[config.mk]
export PLATFORM = sky130hd
export DESIGN_NAME = scan_decoder
export DESIGN_NICKNAME = d
export VERILOG_FILES = /design/src/rtl/scan_pkg.sv /design/src/rtl/anode_decode.sv /design/src/rtl/scan_decoder.sv
export SDC_FILE = /design/constraint.sdc
export NUM_CORES = 1
export LEC_CHECK = 0
export BUFFER_PORTS_ARGS = -buffer_cell sky130_fd_sc_hd__buf_4
export CORE_UTILIZATION = 50
export DETAILED_ROUTE_END_ITERATION = 7
export PLACE_DENSITY = 0.77
export RECOVER_POWER = 50
export SLEW_MARGIN = 20
export SYNTH_ARGS = -nofsm -noshare
export SYNTH_HDL_FRONTEND = slang
export SYNTH_SLANG_ARGS = --single-unit
[constraint.sdc]
create_clock -name clk -period 3 [get_ports clk]
set_input_delay 0.9 -clock clk [delete_from_list [all_inputs] [get_ports clk]]
set_output_delay 0.9 -clock clk [all_outputs]
set_load 0.02 [all_outputs]
[src/rtl/scan_pkg.sv]
// Shared constants and state encoding for the scanned-display decoder.
package scan_pkg;
    localparam logic [3:0] AN_D0    = 4'b1110;
    localparam logic [3:0] AN_D1    = 4'b1101;
    localparam logic [3:0] AN_D2    = 4'b1011;
    localparam logic [3:0] AN_D3    = 4'b0111;
    localparam logic [3:0] AN_BLANK = 4'b1111;

    localparam logic [6:0] SEG_BLANK = 7'b1111111;

    typedef enum logic [1:0] {
        IDLE   = 2'd0,
        SETTLE = 2'd1,
        HOLD   = 2'd2
    } state_t;
endpackage

[src/rtl/anode_decode.sv]
// Maps an active-low anode pattern to a digit index, or flags blank/illegal.
import scan_pkg::*;

module anode_decode (
    input  logic [3:0] an,
    output logic [1:0] idx,
    output logic       legal,
    output logic       blank
);
    always_comb begin
        idx   = 2'd0;
        legal = 1'b0;
        blank = 1'b0;
        case (an)
            AN_D0:    begin idx = 2'd0; legal = 1'b1; end
            AN_D1:    begin idx = 2'd1; legal = 1'b1; end
            AN_D2:    begin idx = 2'd2; legal = 1'b1; end
            AN_D3:    begin idx = 2'd3; legal = 1'b1; end
            AN_BLANK: blank = 1'b1;
            default:  ;
        endcase
    end
endmodule

[src/rtl/scan_decoder.sv]
// Recovers per-digit segment patterns from a multiplexed 4-digit display bus,
// capturing only after the bus has been stable and aging out stale digits.
import scan_pkg::*;

module scan_decoder #(
    parameter int STABLE_CYCLES  = 4,
    parameter int TIMEOUT_CYCLES = 50000
) (
    input  logic       clk,
    input  logic       reset,
    input  logic [3:0] an,
    input  logic [6:0] seg,
    output logic [6:0] digit0_seg,
    output logic [6:0] digit1_seg,
    output logic [6:0] digit2_seg,
    output logic [6:0] digit3_seg,
    output logic [3:0] valid,
    output logic [1:0] cur_idx,
    output logic       blank,
    output logic       err_pulse,
    output logic [7:0] err_count
);
    localparam logic [7:0]  STABLE    = 8'(STABLE_CYCLES);
    localparam logic [7:0]  STABLE_M1 = 8'(STABLE_CYCLES - 1);
    localparam logic [15:0] TMO_LOAD  = 16'(TIMEOUT_CYCLES - 1);

    logic [3:0]       r_an, p_an;
    logic [6:0]       r_seg;
    logic [7:0]       cnt;
    state_t           state;
    logic [3:0][6:0]  digit;
    logic [3:0][15:0] tmo;

    logic [1:0] idx;
    logic       legal, dec_blank, illegal, same, capture;

    anode_decode u_dec (
        .an    (r_an),
        .idx   (idx),
        .legal (legal),
        .blank (dec_blank)
    );

    assign illegal = !legal && !dec_blank;
    // "same" means the pattern about to be registered matches the current one.
    assign same    = ({an, seg} == {r_an, r_seg});
    assign capture = (state == SETTLE) && legal && same && (cnt >= STABLE_M1);

    assign digit0_seg = digit[0];
    assign digit1_seg = digit[1];
    assign digit2_seg = digit[2];
    assign digit3_seg = digit[3];

    always_ff @(posedge clk) begin
        if (reset) begin
            r_an      <= AN_BLANK;
            p_an      <= AN_BLANK;
            r_seg     <= SEG_BLANK;
            cnt       <= 8'd0;
            state     <= IDLE;
            digit     <= {4{SEG_BLANK}};
            tmo       <= '0;
            valid     <= 4'b0000;
            cur_idx   <= 2'd0;
            blank     <= 1'b0;
            err_pulse <= 1'b0;
            err_count <= 8'd0;
        end else begin
            r_an  <= an;
            r_seg <= seg;
            p_an  <= r_an;
            blank <= dec_blank;

            if (!same)             cnt <= 8'd0;
            else if (cnt != STABLE) cnt <= cnt + 8'd1;

            // p_an lets us fire once per entry, including illegal-to-other-illegal.
            err_pulse <= illegal && (r_an != p_an);
            if (illegal && (r_an != p_an) && (err_count != 8'hFF))
                err_count <= err_count + 8'd1;

            case (state)
                IDLE: begin
                    if (legal) begin
                        state   <= SETTLE;
                        cur_idx <= idx;
                    end
                end
                SETTLE: begin
                    if (!legal) state <= IDLE;
                    else begin
                        cur_idx <= idx;
                        if (capture) state <= HOLD;
                    end
                end
                HOLD: begin
                    // cnt is zero only right after the registered pattern changed.
                    if (!legal) state <= IDLE;
                    else if (cnt == 8'd0) begin
                        state   <= SETTLE;
                        cur_idx <= idx;
                    end
                end
                default: state <= IDLE;
            endcase

            if (capture) digit[idx] <= r_seg;

            for (int n = 0; n < 4; n++) begin
                if (capture && (idx == 2'(n))) begin
                    tmo[n]   <= TMO_LOAD;
                    valid[n] <= 1'b1;
                end else if (tmo[n] != 16'd0) begin
                    tmo[n] <= tmo[n] - 16'd1;
                end else begin
                    valid[n] <= 1'b0;
                end
            end
        end
    end
endmodule

# ---- After elaboration in Yosys (flattened, before gate mapping)
# Cells that the tools add are included.
dict set report totals {
  output_inout_bits 44
  register_bits 133
}
dict set report classes {
  eq_ne 24
  n_bitwise 1
  magnitude_cmp 3
  add_sub_neg 6
  mux 32
  reduce_logical 34
}
# op count
set ops {}
lappend ops {{two-way mux 16 bit} 8}
lappend ops {{nonzero test 16 bit} 4}
lappend ops {{subtractor 16 x 1 -> 16 bit (second input constant)} 4}
lappend ops {{bitwise mux 28 bit} 1}
lappend ops {{adder 8 x 1 -> 8 bit (second input constant)} 2}
lappend ops {{equality test 4 bit (second input constant)} 4}
lappend ops {{two-way mux 2 bit} 8}
lappend ops {{demux 7 bit (select 2 bit)} 1}
lappend ops {{!= test 2 bit (second input constant)} 7}
lappend ops {{one-hot mux 2 bit (3 select lines)} 2}
lappend ops {{OR reduction 2 bit} 6}
lappend ops {{equality test 11 bit} 1}
lappend ops {{logical AND 1 bit} 11}
lappend ops {{two-way mux 1 bit} 10}
lappend ops {{nonzero test 2 bit} 5}
lappend ops {{>= comparator 8 x 2 -> 1 bit (second input constant)} 1}
lappend ops {{logical NOT 8 bit} 1}
lappend ops {{!= test 8 x 3 -> 1 bit (second input constant)} 1}
lappend ops {{!= test 8 bit (second input constant)} 1}
lappend ops {{two-way mux 7 bit} 1}
lappend ops {{equality test 2 bit (second input constant)} 3}
lappend ops {{!= test 3 bit (second input constant)} 2}
lappend ops {{equality test 2 x 1 -> 1 bit (second input constant)} 2}
lappend ops {{equality test 4 x 3 -> 1 bit (second input constant)} 1}
lappend ops {{other kinds (11)} 13}

# ---- Logic depth before layout (Yosys ltp)
dict set report logic_depth {
  ltp_word 9
  mapped_depth 8
  mapped_depth_nobuf 7
}

# ---- Modules after synthesis
# Synthesis repeated with hierarchy kept, for this count alone.
dict set report unflattened {
  cells_unflattened 686
  hier_area_um2 6266.0
}
# module area_each_um2 cells_per_inst n_inst seq_area_each_um2
set modules_own_cells {}
lappend modules_own_cells {scan_decoder 6212.2 677 1 2662.6}
lappend modules_own_cells {anode_decode 53.8 9 1 0.0}

# ---- Worst setup path after synthesis
# OpenSTA, ideal clock, no wires.
dict set report synth_timing {
  path_type {input-to-reg}
  startpoint {in seg[6]}
  endpoint {reg tmo[11] (netlist bit)}
  slack_ns 0.302
  arrival_ns 2.575
  path_stages 6
  setup_ns 0.122
  path_buffers 1
  cell_sequence {xor2_1 > or4_1 > nor4_2 > or2_2 > clkbuf_1 > nor2_1}
}
dict set report synth_via {
  elab_chain_len 5
}
# item line_no
set synth_lines {}
lappend synth_lines {{start: declaration} scan_decoder.sv:12} ;# input logic [6:0] seg,
lappend synth_lines {{equality test 11 bit} scan_decoder.sv:46} ;# assign same = ({an, seg} == {r_an, r_seg});
lappend synth_lines {{logical AND 1 bit (2 in a row)} scan_decoder.sv:47} ;# assign capture = (state == SETTLE) && legal && same && (cnt >= STABLE_M1);
lappend synth_lines {{logical AND 1 bit} scan_decoder.sv:110} ;# if (capture && (idx == 2'(n))) begin
lappend synth_lines {{OR reduction 2 bit (no source line)} -}
lappend synth_lines {{end signal: indexed assignment} scan_decoder.sv:114} ;# tmo[n] <= tmo[n] - 16'd1;
lappend synth_lines {{end: declaration} scan_decoder.sv:32} ;# logic [3:0][15:0] tmo;
# No other way between the ends.
# A chain may end at the register's enable or synchronous reset.

# ---- Worst setup path in the final report
dict set report layout_timing {
  startpoint {reg r_an[3]}
  endpoint {reg tmo[36] (netlist bit)}
}
dict set report layout_via {
  elab_chain_len 8
}
# item line_no
set layout_lines {}
lappend layout_lines {{start: declaration} scan_decoder.sv:27} ;# logic [3:0] r_an, p_an;
lappend layout_lines {{start signal: assignment} scan_decoder.sv:69} ;# r_an <= an;
lappend layout_lines {{equality test 4 bit / equality test 4 x 3 -> 1 bit (equally long branches)} anode_decode.sv:14} ;# case (an)
lappend layout_lines {{OR reduction 4 bit (no source line)} -}
lappend layout_lines {{two-way mux 1 bit} anode_decode.sv:14}
lappend layout_lines {{logical AND 1 bit (3 in a row)} scan_decoder.sv:47}
lappend layout_lines {{logical AND 1 bit *} scan_decoder.sv:110}
lappend layout_lines {{OR reduction 2 bit (no source line) *} -}
# Mark *: on every way between the ends. The rest lies on a longest branch, timed or not.

==> flow_summary.json <==
{
  "ys_ff_latch": 133,
  "outcome": "finished, final reports clean",
  "pre_cts_ws_ns": 0.125,
  "slew_headroom_pct": 23.2,
  "htree_levels": 4,
  "io_pins": 57,
  "crit_chain": "xor2_1, or4_1, nor4_1, or2_0, nor2_1",
  "cpPeakStageDelay_ns": 0.65,
  "critical_path_class": "flop to flop",
  "die_w_um": 111,
  "p_clk_share_pct": 29.1,
  "place_area_um2": 6470,
  "num-nets-final": 753,
  "hold_viol": 0,
  "dp_hpwl_mm": 8.88,
  "clock_path_buffers": 2,
  "setup_slack_ns": 0.466,
  "synth_mux_area_share_pct": 1.50,
  "r2r_slack_ns": 0.47,
  "drc_errors": 0,
  "grt_overflow_total": 0,
  "start_kind": "flop",
  "syn_area_um2": 5930,
  "clock-sinks": 133,
  "synthFlopType": "dfxtp_1",
  "root_buffer": "clkbuf_16",
  "die_y_um": 111,
  "fmax_ghz": 0.395,
  "holdBufCountCts": 0,
  "total_power_w": 0.00772,
  "wl_per_cell_um": 14.6,
  "yosysWarnings": 0,
  "dr_total_vias": 5001,
  "crit_required_ns": 3.29,
  "switching_power_w": 0.00278,
  "fin_area_um2": 6930,
  "coreArea_um2": 11500,
  "p_leak_nw": 2.53,
  "grt_max_degree": 60,
  "clock_skew_ns": 0.0138,
  "antenna_found_initial": 0,
  "drive_above_1_share_pct": 11.9,
  "cts_tree": "yes",
  "power.density_nw_per_um2": 1110,
  "crit_path_end": "tmo[36]",
  "seq_area_frac_synth_pct": 44.9,
  "fill_cells": 955,
  "initial_utilization_pct": 51.7,
  "worstSetupEndpointType": "flop",
  "totalWireLength_mm": 12.9,
  "drv_cap": 0,
  "clock_latency_ns": 0.42,
  "r2r_end": "tmo[36]",
  "synthDistinctLibCells": 50,
  "grt_pass1_wl_mm": 21.5,
  "insertedDiodeCount": 0,
  "worst_pin_slew_ns": 1.15,
  "period_minus_slack_ns": 2.53,
  "path_clk_slew_ns": 0.06,
  "combPwrFrac_pct": 38.0,
  "grt.total_usage_pct": 21.6,
  "peakVddDrop_mv": 0.712,
  "synth_edf_count": 0,
  "drt-initial-drc-count": 238,
  "avgSynthCellArea_um2": 8.73,
  "first_pass_iters": 4,
  "synthToLayoutAreaGrowth_pct": 16.9,
  "post_cts_buffers": 0,
  "cp_max_fo": 12,
  "post_cts_resized": 0,
  "synthesis.nets": 703,
  "grt_pass1_vias": 4741,
  "r2r_cells": 5,
  "p_int_w": 0.00494,
  "syn-instance-count": 679,
  "holdCritStartpoint": "cur_idx[0]",
  "slew_viol_final": 0,
  "critPathArrivalTime_ns": 2.82,
  "crit_path_start": "r_an[3]",
  "synth-adder-area-share_pct": 2.49,
  "layout_worst_path_cycle_share_pct": 84.5,
  "rsz0062_at_grt": "no",
  "synth-simple-area-share_pct": 27.9,
  "ant_nets": 0,
  "setup_viol": 0,
  "numCtsBuffers": 17,
  "seqPwrFrac_pct": 32.9,
  "swShare_pct": 36.0,
  "rows": 39,
  "finalSetupTns_ns": 0,
  "hp-class": "flop to flop",
  "crit_path_top_delay_cell": "dfxtp_1",
  "synthXorXnorAreaFrac_pct": 8.72,
  "routed_via_density": 5.65,
  "routabilityCongestion": 0.818,
  "synth_top_family_by_area": "simple AND/OR/NAND/NOR gates",
  "r2r-start": "r_an[3]",
  "synth-compound-area-share_pct": 11.4,
  "port_buffers": 56,
  "synthArstFlopShare_pct": 0,
  "die_area_um2": 12300
}
## flip-flops by register name, indices dropped and copies added, names as in the netlist
name and flops:
tmo 64, cnt 8, err_count 8, digit0_seg 7, digit1_seg 7, digit2_seg 7
digit3_seg 7, r_seg 7, p_an 4, r_an 4, valid 4, cur_idx 2
state 2, blank 1, err_pulse 1
## routing by layer
layer / wire length (um) / global-route usage [%] / vias up
met3: 684 / 8.20 / 9
met2: 6280 / 35.8 / 115
met5: 0 / 0 / -
met1: 5830 / 26.1 / 2361
met4: 117 / 6.04 / 0
li1: - / - / 2516
## Yosys cell counts (2+ instances only)
| cell type | instances | area (um^2) |
|---|---|---|
| nor3b_1 | 3 | 22.5 |
| nor4_1 | 20 | 125 |
| or3b_2 | 2 | 17.5 |
| and4_1 | 4 | 35.0 |
| a21oi_1 | 90 | 450 |
| mux2_2 | 3 | 33.8 |
| nand2b_1 | 12 | 75.1 |
| nand4_1 | 6 | 37.5 |
| xnor2_1 | 45 | 394 |
| o211ai_1 | 3 | 22.5 |
| xor2_1 | 14 | 123 |
| and3_1 | 4 | 25.0 |
| nor2_1 | 73 | 274 |
| mux2i_1 | 4 | 40.0 |
| or4b_2 | 2 | 20.0 |
| clkbuf_1 | 31 | 116 |
| a211oi_1 | 2 | 15.0 |
| nand2_1 | 28 | 105 |
| a211o_1 | 4 | 35.0 |
| nor2b_1 | 4 | 25.0 |
| or2_2 | 23 | 144 |
| o21ba_2 | 2 | 20.0 |
| inv_1 | 10 | 37.5 |
| o21ai_0 | 7 | 35.0 |
| or4_1 | 10 | 75.1 |
| buf_1 | 2 | 7.51 |
| and2_1 | 2 | 12.5 |
| o31ai_1 | 2 | 15.0 |
| nand3b_1 | 3 | 22.5 |
| nor4_2 | 4 | 50.1 |
| a31oi_1 | 4 | 25.0 |
| nor3_1 | 57 | 285 |
| ha_1 | 11 | 138 |
| nand3_1 | 12 | 60.1 |
| dfxtp_1 | 133 | 2660 |
| or3_1 | 23 | 144 |
| o31a_1 | 3 | 26.3 |
| nand4b_1 | 5 | 43.8 |
## placed cells by master, fill, tap and decap left out, types with 17 or more instances in the layout
cell type,count
or2_2,21
nor2_1,73
nor4_1,22
a21oi_1,90
dfxtp_1,133
clkbuf_1,47
or3_1,23
xnor2_1,45
buf_4,17
nor3_1,57
clkbuf_16,17
nand2_1,28
## critical path, delay by kind of cell (launching register included)
family,cells,cell delay (ns)
and+or+nand+nor,4,1.60
DFF,1,0.65
xor gates and xnor gates,1,0.15
## how the worst min path moves through the flow
stage	to	slack [ns]	depth (start not counted)
after floorplan	tmo[5]	0.45	2
after global placement	cur_idx[0]	0.45	2
after detailed placement	cur_idx[0]	0.47	2
after CTS	cur_idx[0]	0.47	2
after global routing	cur_idx[0]	0.49	2
final	cur_idx[0]	0.46	2
## cells by family (layout without fill, tap and decap cells)
group                    count (synthesis)  in the layout
AO/OA/AOI/OAI                          121            121
XOR/XNOR                                59             59
adder cells (fa/ha/maj)                 12             12
buffers and inverters                   45            108
flip-flops                             133            133
multiplexers                             8              8
AND/OR/NAND/NOR                        301            301
## per-stage QoR
step	cells	hold slack [ns]	utilization [%]
4_1_cts	885	0.473	62.1
3_5_place_dp	853	0.465	56.5
3_3_place_gp	853	0.448	56.5
6_report	885	0.464	60.4
5_1_grt	885	0.489	60.4
2_1_floorplan	679	0.446	-
## layout make-up
class / count / area (um^2) / area share, %
clock buffer: 19 / 453 / 6.54
timing repair buffer: 66 / 329 / 4.75
multi-input combinational: 501 / 3070 / 44.4
sequential: 133 / 2660 / 38.4
inverter: 10 / 37.5 / 0.542
tap: 143 / 179 / 2.58
clock inverter: 13 / 194 / 2.80
## power by group through the flow
stage / Combinational (W) / Clock (W) / Sequential [W]
6_report: 0.00293 / 0.00225 / 0.00254
5_1_grt: 0.00331 / 0.00235 / 0.00259
4_1_cts: 0.00293 / 0.00228 / 0.00253
3_5_place_dp: 0.00286 / 0 / 0.00256
3_3_place_gp: 0.00278 / 0 / 0.00253
2_1_floorplan: 0.00246 / 0 / 0.00248
No activity file was read; power rests on OpenSTA's default activity.
